[config.mk]
export PLATFORM = sky130hd
export DESIGN_NAME = acess_ctrl
export DESIGN_NICKNAME = d
export VERILOG_FILES = /design/src/rtl/acess_ctrl_pkg.sv /design/src/rtl/acess_ctrl_senha_rom.sv /design/src/rtl/acess_ctrl.sv
export SDC_FILE = /design/constraint.sdc
export NUM_CORES = 1
export LEC_CHECK = 0
export ABC_CLOCK_PERIOD_IN_PS = 4000
export BUFFER_PORTS_ARGS = -buffer_cell sky130_fd_sc_hd__buf_4
export CORE_MARGIN = 2
export CORE_UTILIZATION = 61
export CTS_BUF_LIST = sky130_fd_sc_hd__clkbuf_4 sky130_fd_sc_hd__clkbuf_8
export CTS_CLUSTER_DIAMETER = 80
export DETAILED_ROUTE_END_ITERATION = 10
export PLACE_DENSITY_LB_ADDON = 0.3
export RECOVER_POWER = 25
export SYNTH_ARGS = -nofsm -noshare
export SYNTH_HDL_FRONTEND = slang
export SYNTH_SLANG_ARGS = --single-unit
[constraint.sdc]
create_clock -name clk -period 4 [get_ports clk]
set_clock_uncertainty 0.15 [all_clocks]
set_input_delay 0.8 -clock clk [delete_from_list [all_inputs] [get_ports clk]]
set_output_delay 0.8 -clock clk [all_outputs]
set_load 0.1 [all_outputs]
[src/rtl/acess_ctrl_pkg.sv]
// -----------------------------------------------------------------------------
// acess_ctrl_pkg
// Shared definitions for the password access controller:
//   - state_e        : controller FSM states (LOCKED exists only when the
//                      ACESS_CTRL_LOCKOUT_EN macro is defined)
//   - PW_W           : password width in bits
//   - N_ENTRIES_DEF  : default number of stored passwords
//   - ROM_INIT       : stored password table, address 0 first
// -----------------------------------------------------------------------------
package acess_ctrl_pkg;

    localparam int PW_W          = 8;
    localparam int N_ENTRIES_DEF = 8;

    typedef enum logic [2:0] {
        S_IDLE   = 3'd0,
        S_SEARCH = 3'd1,
        S_GRANT  = 3'd2,
        S_DENY   = 3'd3
`ifdef ACESS_CTRL_LOCKOUT_EN
        ,
        S_LOCKED = 3'd4
`endif
    } state_e;

    // Stored passwords; 0 is reserved as "no valid password".
    localparam logic [PW_W-1:0] ROM_INIT [N_ENTRIES_DEF] = '{
        8'd200, 8'd37, 8'd85, 8'd123, 8'd10, 8'd64, 8'd150, 8'd250
    };

endpackage

[src/rtl/acess_ctrl_senha_rom.sv]
// -----------------------------------------------------------------------------
// senha_rom
// Combinational (asynchronous-read) password ROM.
// Ports:
//   addr_i : entry address
//   data_o : stored password at addr_i; 0 for addresses without an entry
// -----------------------------------------------------------------------------
module senha_rom
    import acess_ctrl_pkg::*;
#(
    parameter int N_ENTRIES = N_ENTRIES_DEF,
    parameter int AW        = (N_ENTRIES > 1) ? $clog2(N_ENTRIES) : 1
) (
    input  logic [AW-1:0]   addr_i,
    output logic [PW_W-1:0] data_o
);

    // Address decode; entries beyond the stored table read as 0 (never a match).
    always_comb begin
        data_o = {PW_W{1'b0}};
        for (int i = 0; i < N_ENTRIES_DEF; i++) begin
            data_o = ((i < N_ENTRIES) && (addr_i == AW'(i))) ? ROM_INIT[i] : data_o;
        end
    end

endmodule

[src/rtl/acess_ctrl.sv]
// -----------------------------------------------------------------------------
// acess_ctrl
// Password access controller. A rising edge of enter captures the typed
// password, which is then compared one ROM entry per cycle. A match raises
// resultado for HOLD_CYCLES cycles; exhausting the ROM denies access.
// Optional feature (macro ACESS_CTRL_LOCKOUT_EN): after MAX_FAILS consecutive
// denials the controller locks for LOCK_CYCLES cycles, ignoring enter.
// Ports:
//   clk            : clock, rising edge
//   rst            : synchronous active-high reset
//   enter          : confirm key (level); its rising edge starts a check
//   senha_digitada : typed password
//   resultado      : registered grant output, 1 = access granted
// -----------------------------------------------------------------------------
module acess_ctrl
    import acess_ctrl_pkg::*;
#(
    parameter int N_ENTRIES   = N_ENTRIES_DEF,
    parameter int HOLD_CYCLES = 16,
    parameter int MAX_FAILS   = 3,
    parameter int LOCK_CYCLES = 64
) (
    input  logic            clk,
    input  logic            rst,
    input  logic            enter,
    input  logic [PW_W-1:0] senha_digitada,
    output logic            resultado
);

    localparam int AW      = (N_ENTRIES > 1) ? $clog2(N_ENTRIES) : 1;
    // One counter serves both the grant hold and the lockout timer.
    localparam int CNT_MAX = (HOLD_CYCLES > LOCK_CYCLES) ?
                             ((HOLD_CYCLES > MAX_FAILS) ? HOLD_CYCLES : MAX_FAILS) :
                             ((LOCK_CYCLES > MAX_FAILS) ? LOCK_CYCLES : MAX_FAILS);
    localparam int CW      = $clog2(CNT_MAX + 1);

    state_e          state_q, state_d;
    logic            enter_q;
    logic [PW_W-1:0] senha_q, senha_d;
    logic [AW-1:0]   addr_q, addr_d;
    logic [CW-1:0]   cnt_q, cnt_d;
    logic            resultado_q, resultado_d;
    logic [PW_W-1:0] rom_data_s;
    logic            enter_rise_s;
    logic            match_s;
`ifdef ACESS_CTRL_LOCKOUT_EN
    localparam int FW = $clog2(MAX_FAILS + 1);
    logic [FW-1:0]   fail_q, fail_d;
`endif

    senha_rom #(
        .N_ENTRIES (N_ENTRIES),
        .AW        (AW)
    ) u_rom (
        .addr_i (addr_q),
        .data_o (rom_data_s)
    );

    assign enter_rise_s = enter & ~enter_q;
    // A zero ROM word marks an empty slot and must never grant.
    assign match_s      = (rom_data_s != {PW_W{1'b0}}) && (rom_data_s == senha_q);
    assign resultado    = resultado_q;

    // Next-state and datapath control.
    always_comb begin
        state_d     = state_q;
        senha_d     = senha_q;
        addr_d      = addr_q;
        cnt_d       = cnt_q;
`ifdef ACESS_CTRL_LOCKOUT_EN
        fail_d      = fail_q;
`endif
        // Output follows the state one cycle later, giving match-at-i -> k+i+2.
        resultado_d = (state_q == S_GRANT);

        case (state_q)
            S_IDLE: begin
                if (enter_rise_s) begin
                    senha_d = senha_digitada;
                    addr_d  = {AW{1'b0}};
                    state_d = S_SEARCH;
                end else begin
                    state_d = S_IDLE;
                end
            end
            S_SEARCH: begin
                if (match_s) begin
                    cnt_d   = {CW{1'b0}};
                    state_d = S_GRANT;
`ifdef ACESS_CTRL_LOCKOUT_EN
                    fail_d  = {FW{1'b0}};
`endif
                end else if (addr_q == AW'(N_ENTRIES - 1)) begin
                    state_d = S_DENY;
                end else begin
                    addr_d  = addr_q + AW'(1);
                end
            end
            S_GRANT: begin
                if (cnt_q == CW'(HOLD_CYCLES - 1)) begin
                    cnt_d   = {CW{1'b0}};
                    state_d = S_IDLE;
                end else begin
                    cnt_d   = cnt_q + CW'(1);
                end
            end
            S_DENY: begin
`ifdef ACESS_CTRL_LOCKOUT_EN
                if (fail_q == FW'(MAX_FAILS - 1)) begin
                    fail_d  = fail_q + FW'(1);
                    cnt_d   = {CW{1'b0}};
                    state_d = S_LOCKED;
                end else begin
                    fail_d  = fail_q + FW'(1);
                    state_d = S_IDLE;
                end
`else
                state_d = S_IDLE;
`endif
            end
`ifdef ACESS_CTRL_LOCKOUT_EN
            S_LOCKED: begin
                if (cnt_q == CW'(LOCK_CYCLES - 1)) begin
                    cnt_d   = {CW{1'b0}};
                    fail_d  = {FW{1'b0}};
                    state_d = S_IDLE;
                end else begin
                    cnt_d   = cnt_q + CW'(1);
                end
            end
`endif
            default: begin
                state_d = S_IDLE;
            end
        endcase
    end

    // State and datapath registers with synchronous reset.
    always_ff @(posedge clk) begin
        if (rst) begin
            state_q     <= S_IDLE;
            enter_q     <= 1'b0;
            senha_q     <= {PW_W{1'b0}};
            addr_q      <= {AW{1'b0}};
            cnt_q       <= {CW{1'b0}};
            resultado_q <= 1'b0;
`ifdef ACESS_CTRL_LOCKOUT_EN
            fail_q      <= {FW{1'b0}};
`endif
        end else begin
            state_q     <= state_d;
            enter_q     <= enter;
            senha_q     <= senha_d;
            addr_q      <= addr_d;
            cnt_q       <= cnt_d;
            resultado_q <= resultado_d;
`ifdef ACESS_CTRL_LOCKOUT_EN
            fail_q      <= fail_d;
`endif
        end
    end

endmodule

==> impl_results.md, run 1 <==
* Status: completed
* Final WS setup at 0.864 ns
* Hold_buf cts at 0
* Min cycle time layout at 3.14 ns
* CTS Buffer Depth at 2
* CP most frequent cell: o211ai_1
* Setup bufs post-CTS at 0
* Setup WS pre-CTS at 0.949 ns
* Power share of the sequential group at 53.4%
* I/O Pins at 12
* Clk slew on worst S/H paths at 0.12 ns
* Die height at 50.6 µm
* Total Wirelength at 2580 µm
* Root buffer cell: clkbuf_4
* Tcrit/Tclk final at 78.4%
* Max cap viols at 0
* Combinational Power Share at 18.9%
* Worst slew margin at 42.7%
* Placed insts at 199
* Die width at 50.6 µm
* Crit path max fanout at 11
* Cell-by-cell trace of the critical path: inv_1, ha_1, or4b_1, o211ai_1, xnor2_1, o211ai_1, or3_1, nor2_2, o32ai_1
* Critical Path Slowest Stage Cell: or4b_1
* Largest net degree at the start of global routing at 22
* First-pass GRT wire length at 4690 µm
* Hold WS at 0.326 ns
* Vias in the first global route at 1075
* Synthesis Warnings at 0
* Post-synthesis area per instance at 7.88 µm²
* Sequential cell area fraction in the yosys report at 33.3%
* Top_reg_cell synth: dfxtp_1
* Static leakage at 0.517 nW
* Min-delay worst type: reg2reg
* Vias/cell at 5.84
* Actual slew at the worst max-slew pin at 0.859 ns
* # nets final at 195
* Post-Synthesis Cell Area at 0.00132 mm²
* Cts bufs inserted at 3
* PostCTS Resize Cnt at 0
* Die ar. at 0.00256 mm²
* DRT Pass-1 Iters at 4
* Synthesized flop and latch total at 22
* Antenna violations before repair at 0
* Synth-to-layout area growth at 8.22%
* Worst path max stage delay at 0.56 ns
* Syn Inst Count at 168
* Grt total ovfl at 0
* Critical path required time at 4.04 ns
* Initial Util at 66.1%
* Most frequent cells in the layout: nand2_1, dfxtp_1, a21oi_1
* RD Place Congestion at 0.857
* Post-synth EDFFs at 0
* Worst setup path class: reg2reg
* Via count at 1186
* Power density over the cells at 310 mW/mm²
* Max Slew Vio Count at 0
* Drt drc at 0
* # diodes at 0
* Net Sw Frac at 27.6%
* Net Count, Synth at 186
* GRT Total Usage at 23.6%
* Clk sink count at 22
* Core area at 0.00200 mm²
* Fmax at 0.319 GHz
* CTS tree: done
* WP data arrival at 3.17 ns
* Clock power share at 27.8%
* Sw Pwr at 0.123 mW
* RSZ-0062 raised after global routing: false
* Startpoint Class: flip-flop
* Setup_tns at 0 ns
* Commonest non-fill, non-tap cell in the layout: nand2_1
* Layout cell share with drive strength beyond 1 at 14.8%
* # port buffers at 11
* Worst Setup End Kind: flip-flop
* Residual antenna-violating net count after detailed routing at 0
* Peak VDD IR at 0.000287 V
* DRT iter0 DRCs at 50
* Synth unique cells at 46
* H-tree levels at 1
* WL per Instance at 12.7 µm
* # setup viols final at 0
* Util after Layout at 71.6%
* Hpwl dp at 1930 µm
* Skew-Pair Late Insertion Delay at 0.32 ns
* Non-filler instance count after layout at 203
* Final Hold Vio Count at 0
* Async SR Flop Fraction at 0%
* Rows at 16
* Int Pwr at 0.321 mW
==> cells in the mapped netlist, drive strengths merged, types with 3 or more instances <==
cell / count / area, µm²
o32ai: 3 / 26.3
nor2: 12 / 47.6
inv: 9 / 33.8
nand3: 7 / 35.0
nand2: 29 / 109
buf: 4 / 32.5
xor2: 4 / 35.0
clkbuf: 4 / 15.0
ha: 7 / 87.6
nor3: 3 / 15.0
o21ai: 10 / 50.0
a21oi: 17 / 88.8
dfxtp: 22 / 440
==> power by group through the flow <==
stage / clock [mW] / combinational, mW / sequential (mW)
after global routing: 0.132 / 0.0940 / 0.238
final: 0.123 / 0.0837 / 0.237
after global placement: 0 / 0.0808 / 0.242
after CTS: 0.125 / 0.0833 / 0.237
after floorplan: 0 / 0.0684 / 0.237
after detailed placement: 0 / 0.0829 / 0.242
==> routing by layer <==
metal  global-route usage [%]  vias to the layer above  share of wire, %
li1                         -                      616                 -
met1                     33.6                      544                51
met2                     35.3                       21                44
met3                     2.38                        5               3.2
met4                     12.2                        0               2.0
met5                        0                        -                 0
==> path summary, 6_finish.rpt <==
check / startpoint / end / slack [ns] / cells after the start
setup reg to reg: addr_q[0] / cnt_q[0] / 0.86 / 9
setup / recovery: addr_q[0] / cnt_q[0] / 0.86 / 9
hold / removal: senha_q[0] / senha_q[0] / 0.33 / 2
hold reg to reg: senha_q[0] / senha_q[0] / 0.33 / 2
==> cells by family (layout without fill, tap and decap cells) <==
logic type	after synthesis	count (layout)	synth area share, %
buffers and inverters	17	25	6.14
DFF	22	22	33.3
adders and majority gates	7	7	6.62
and+or+nand+nor	69	69	26.3
xor gates and xnor gates	5	5	3.31
AOI/OAI and AO/OA	48	48	24.4
==> state kept, by name, summed over array words and instances, names as in the netlist <==
register and flops:
enter_q 1, cnt_q 7, state_q 2, senha_q 8
addr_q 3, resultado 1
==> stage by stage <==
step | power (mW) | cell area, µm²
final | 0.444 | 1430
after detailed placement | 0.325 | 1400
after CTS | 0.445 | 1440
after floorplan | 0.305 | 1320
after global routing | 0.464 | 1430
after global placement | 0.322 | 1400
==> final cells by class <==
cell class              instances  area [µm²]
inverters                       9        33.8
well taps                      27        33.8
multi-input cells             129         802
flip-flops and latches         22         440
fillers                       150         569
repair buffers                 12        86.3
clock buffers                   4        36.3
==> worst max-delay path, delay by kind of cell (launching register included) <==
kind / cells / cell delay, ns
flip-flops: 1 / 0.54
buffers and inverters: 1 / 0.16
AO/OA/AOI/OAI: 3 / 0.45
adder cells (fa/ha/maj): 1 / 0.34
XOR/XNOR: 1 / 0.15
AND/OR/NAND/NOR: 3 / 1.22
Power figures use the tool's default switching activity.
==> inputs of run 2 (changes only) <==
Settings changed: ABC_CLOCK_PERIOD_IN_PS 4000 to 3200.
Clock period 4 ns to 3.2 ns, I/O delays scaled along.
==> impl_results.md, run 2 (same netlist as run 1, synthesis figures left out) <==
* Status: completed
* WL per Instance at 13.5 µm
* Reg2Reg Setup Slack at 0.20 ns
* Largest net degree at the start of global routing at 22
* Fmax at 0.333 GHz
* Hold Path End: senha_q[0]
* Cts bufs inserted at 3
* Hold Startpoint: senha_q[0]
* Reg2Reg Launch Point: addr_q[0]
* Commonest non-fill, non-tap cell in the layout: nand2_1
* Critical path required time at 3.28 ns
* CTS Buffer Depth at 2
* Cell-by-cell trace of the critical path: ha_1, ha_1, or4b_1, o211ai_1, xnor2_1, o211ai_1, nor4_2, nor2_1, o32ai_1
* Drt drc at 0
* Hold depth at 2
* Clk sink count at 22
* CP bufs+invs at 0
* Top routing layer in use: met4
* Final WS setup at 0.198 ns
* Metal2 WL at 1360 µm
* Hpwl dp at 2000 µm
* Hold WS at 0.330 ns
* Most frequent cells in the layout: nand2_1, dfxtp_1, a21oi_1
* Startpoint Class: flip-flop
* Min cycle time layout at 3.00 ns
* Peak VDD IR at 0.000333 V
* # nets final at 196
* WP data arrival at 3.08 ns
* Min-delay worst type: reg2reg
* RD Place Congestion at 0.855
* Worst slew margin at 65.8%
* Grt total ovfl at 0
* Capturing point of the worst reg2reg path: addr_q[1]
* RSZ-0062 raised after global routing: true
* Final Hold Vio Count at 0
* GRT Total Usage at 25.3%
* Clk slew on worst S/H paths at 0.12 ns
* Max cap viols at 0
* WP depth at 9
* Vias/cell at 6.05
* Total Wirelength at 2760 µm
* Die height at 50.6 µm
* Residual antenna-violating net count after detailed routing at 0
* Root buffer cell: clkbuf_4
* Die ar. at 0.00256 mm²
* Reg2reg path depth at 9
* # setup viols final at 0
* Largest register FFs at 8
* Worst setup path class: reg2reg
* Initial Util at 66.1%
* Core area at 0.00200 mm²
* Synth-to-layout area growth at 9.17%
* Die width at 50.6 µm
* H-tree levels at 1
* Rows at 16
* Skew-Pair Late Insertion Delay at 0.31 ns
* Worst path top cell family by delay: simple AND/OR/NAND/NOR gates
* Via count at 1234
* Largest regs: senha_q x8, cnt_q x7, addr_q x3
* Register area at 442 µm²
* # fillers at 158
* DRT iter0 DRCs at 37
* # port buffers at 11
* Layout cell share with drive strength beyond 1 at 16.4%
* Power density over the cells at 385 mW/mm²
* Most flops, register: senha_q
* Crit path max fanout at 11
* I/O Pins at 12
* # diodes at 0
* Tcrit/Tclk final at 93.8%
* Setup WS pre-CTS at 0.117 ns
* DR WL met3 at 88 µm
* First-pass GRT wire length at 4940 µm
* Critical Path Slowest Stage Cell: or4b_1
* Setup bufs post-CTS at 0
* Actual slew at the worst max-slew pin at 0.507 ns
* Multi-input gate area at 802 µm²
* Max Slew Vio Count at 0
* Worst Setup End Kind: flip-flop
* Vias in the first global route at 1139
* DRT Pass-1 Iters at 4
* Static leakage at 0.527 nW
* CTS tree: done
* Worst path max stage delay at 0.54 ns
* Antenna violations before repair at 0
* Met1 WL at 1280 µm
==> run 2: worst max-delay path by stage <==
stage	startpoint	endpoint
detailed placement	addr_q[0]	addr_q[2]
floorplan	addr_q[0]	cnt_q[3]
global placement	addr_q[0]	cnt_q[0]
finish	addr_q[0]	addr_q[1]
global route	addr_q[0]	addr_q[2]
CTS	addr_q[0]	addr_q[2]
==> run 2: final cells by class <==
class	instances	share of cell area (%)
timing repair buffer	13	6.75
multi-input combinational	129	55.5
sequential	22	30.6
clock buffer	4	2.51
inverter	9	2.34
tap	27	2.34
==> run 2: where the power goes <==
group / internal (mW) / switching, mW / total, mW
clock: 0.0696 / 0.0838 / 0.153
sequential: 0.284 / 0.0125 / 0.297
combinational: 0.0488 / 0.0571 / 0.106
==> run 2: metal layers <==
metal  vias to the layer above  global-route usage, %
li1                        622                      -
met5                         -                      0
met2                        25                   41.0
met3                         4                   3.57
met1                       583                   32.8
met4                         0                   12.2
==> run 2: timing repair <==
| item | in CTS | in global routing |
|---|---|---|
| setup endpoints to repair | 0 | 11 |
| hold buffers | 0 | 0 |
| gates resized for setup | 0 | 1 |
==> run 2: worst register-to-register path: stages, from the launching register on <==
cell      delay, ns
dfxtp_2        0.39
ha_1           0.23
ha_1           0.27
or4b_1         0.54
o211ai_1       0.23
xnor2_1        0.14
o211ai_1       0.14
nor4_2         0.47
nor2_1         0.12
o32ai_1        0.23
==> run 2: through the flow <==
| stage | cells | instance area (µm²) | TNS [ns] | util (%) | total power [mW] |
|---|---|---|---|---|---|
| floorplan | 168 | 1320 | 0 | - | 0.382 |
| global placement | 200 | 1410 | 0 | 70.3 | 0.402 |
| detailed placement | 200 | 1410 | 0 | 70.3 | 0.406 |
| CTS | 204 | 1440 | 0 | 72.1 | 0.557 |
| global route | 204 | 1450 | -0.0368 | 72.2 | 0.589 |
| finish | 204 | 1450 | 0 | 72.2 | 0.556 |
==> inputs of run 3 (changes only) <==
Settings changed: ABC_CLOCK_PERIOD_IN_PS 3200 to not set, SETUP_SLACK_MARGIN set to 0.4.
==> impl_results.md, run 3 (same netlist as run 1, synthesis figures left out) <==
* Root buffer cell: clkbuf_4
* Max cap viols at 0
* Cts bufs inserted at 3
* # setup viols final at 0
* Tcrit/Tclk final at 85.9%
* Worst path max stage delay at 0.51 ns
* Die width at 50.6 µm
* Die ar. at 0.00256 mm²
* Vias in the first global route at 1144
* Antenna violations before repair at 0
* Clk sink count at 22
* RSZ-0062 raised after global routing: true
* DRT Pass-1 Iters at 4
* Die height at 50.6 µm
* CP most frequent cell: o211ai_1
* Static leakage at 0.572 nW
* CTS Buffer Depth at 2
* Initial Util at 66.1%
* I/O Pins at 12
* Most flops, register: senha_q
* DR WL met3 at 126 µm
* Worst slew margin at 41.7%
* # port buffers at 11
* Reg2reg path depth at 9
* Top routing layer in use: met4
* Critical path required time at 3.23 ns
* Crit path max fanout at 8
* Metal2 WL at 1550 µm
* Multi-input gate area at 897 µm²
* Met1 WL at 1400 µm
* # fillers at 142
* Register area at 448 µm²
* Most frequent cells in the layout: nand2_1, dfxtp_1, buf_4
* Peak VDD IR at 0.000347 V
* Non-filler instance count after layout at 211
* Commonest non-fill, non-tap cell in the layout: nand2_1
* # diodes at 0
* Rows at 16
* Critical Path Slowest Stage Cell: or4b_4
* Final Hold Vio Count at 0
* Hpwl dp at 2000 µm
* Grt total ovfl at 0
* WL per Instance at 14.9 µm
* Reg2Reg Launch Point: addr_q[0]
* Largest regs: senha_q x8, cnt_q x7, addr_q x3
* WP data arrival at 2.78 ns
* Hold Startpoint: senha_q[0]
* Hold Path End: senha_q[0]
* Worst Setup End Kind: flip-flop
* RD Place Congestion at 0.855
* Layout cell share with drive strength beyond 1 at 25.5%
* Min-delay worst type: reg2reg
* Clk slew on worst S/H paths at 0.12 ns
* Vias/cell at 6.28
* DRT iter0 DRCs at 34
* # nets final at 203
* Largest net degree at the start of global routing at 22
* Status: completed
* Min cycle time layout at 2.75 ns
* GRT Total Usage at 26.0%
* First-pass GRT wire length at 5110 µm
* CP bufs+invs at 1
* Reg2Reg Setup Slack at 0.45 ns
* WP depth at 9
* Startpoint Class: flip-flop
* Max Slew Vio Count at 0
* Synth-to-layout area growth at 20.8%
* H-tree levels at 1
* Fmax at 0.364 GHz
* Skew-Pair Late Insertion Delay at 0.32 ns
* Hold_buf cts at 0
* Drt drc at 0
* Largest register FFs at 8
* Power density over the cells at 364 mW/mm²
* Worst path top cell family by delay: simple AND/OR/NAND/NOR gates
* Placed insts at 200
* Setup_tns at 0 ns
* Core area at 0.00200 mm²
* Residual antenna-violating net count after detailed routing at 0
* Cell-by-cell trace of the critical path: buf_4, ha_4, or4b_4, o211ai_1, xnor2_1, o211ai_1, or3_4, nor2_4, o32ai_1
* Capturing point of the worst reg2reg path: cnt_q[0]
* Via count at 1325
* CTS tree: done
* Worst setup path class: reg2reg
* Total Wirelength at 3150 µm
* Hold depth at 2
* Actual slew at the worst max-slew pin at 0.874 ns
run 3: changes by cell type in the layout (fill, tap and decap cells not counted), moves of 2 or more:
cell	previous run	this run
ha_4	0	5
inv_1	9	7
ha_1	7	2
buf_4	13	18
dfxtp_4	0	2
inv_2	0	2
run 3: through the flow:
stage	hold slack [ns]	worst slack [ns]	util (%)	area [µm²]	total power, mW
floorplan	0.296	0.419	-	1320	0.382
global placement	0.308	0.216	70.3	1410	0.402
detailed placement	0.314	0.117	70.3	1410	0.406
CTS	0.331	0.432	74.5	1490	0.564
global route	0.346	0.332	79.9	1600	0.609
finish	0.330	0.450	79.9	1600	0.582
run 3: worst max path at each step:
stage / startpoint / endpoint
2_1_floorplan: addr_q[0] / cnt_q[3]
3_3_place_gp: addr_q[0] / cnt_q[0]
3_5_place_dp: addr_q[0] / addr_q[2]
4_1_cts: addr_q[0] / cnt_q[3]
5_1_grt: addr_q[1] / cnt_q[0]
6_report: addr_q[0] / cnt_q[0]
run 3: worst reg2reg max path: stages (launching register included):
cell	delay [ns]
dfxtp_4	0.39
buf_4	0.15
ha_4	0.18
or4b_4	0.51
o211ai_1	0.23
xnor2_1	0.15
o211ai_1	0.17
or3_4	0.47
nor2_4	0.13
o32ai_1	0.09
run 3: repair_timing:
action,4_1_cts,5_1_grt
endpoints found under the setup margin,12,11
gates resized for setup,11,12
buffers inserted,0,7
pin swaps,4,8
run 3: cell type report:
| type | instances | area share, % |
|---|---|---|
| Clock buffer | 4 | 2.27 |
| Sequential cell | 22 | 28.0 |
| Inverter | 9 | 2.11 |
| Timing Repair Buffer | 20 | 9.39 |
| Tap cell | 27 | 2.11 |
| Multi-Input combinational cell | 129 | 56.1 |
run 3: where the power goes:
group	total [mW]	internal (mW)	switching [mW]
sequential	0.295	0.283	0.0120
combinational	0.131	0.0606	0.0707
clock	0.156	0.0697	0.0861
run 3: metal layers:
layer  GRT usage [%]  vias up
li1                -      635
met1            34.9      637
met2            43.0       44
met3            2.08        9
met4            10.8        0
met5               0        -
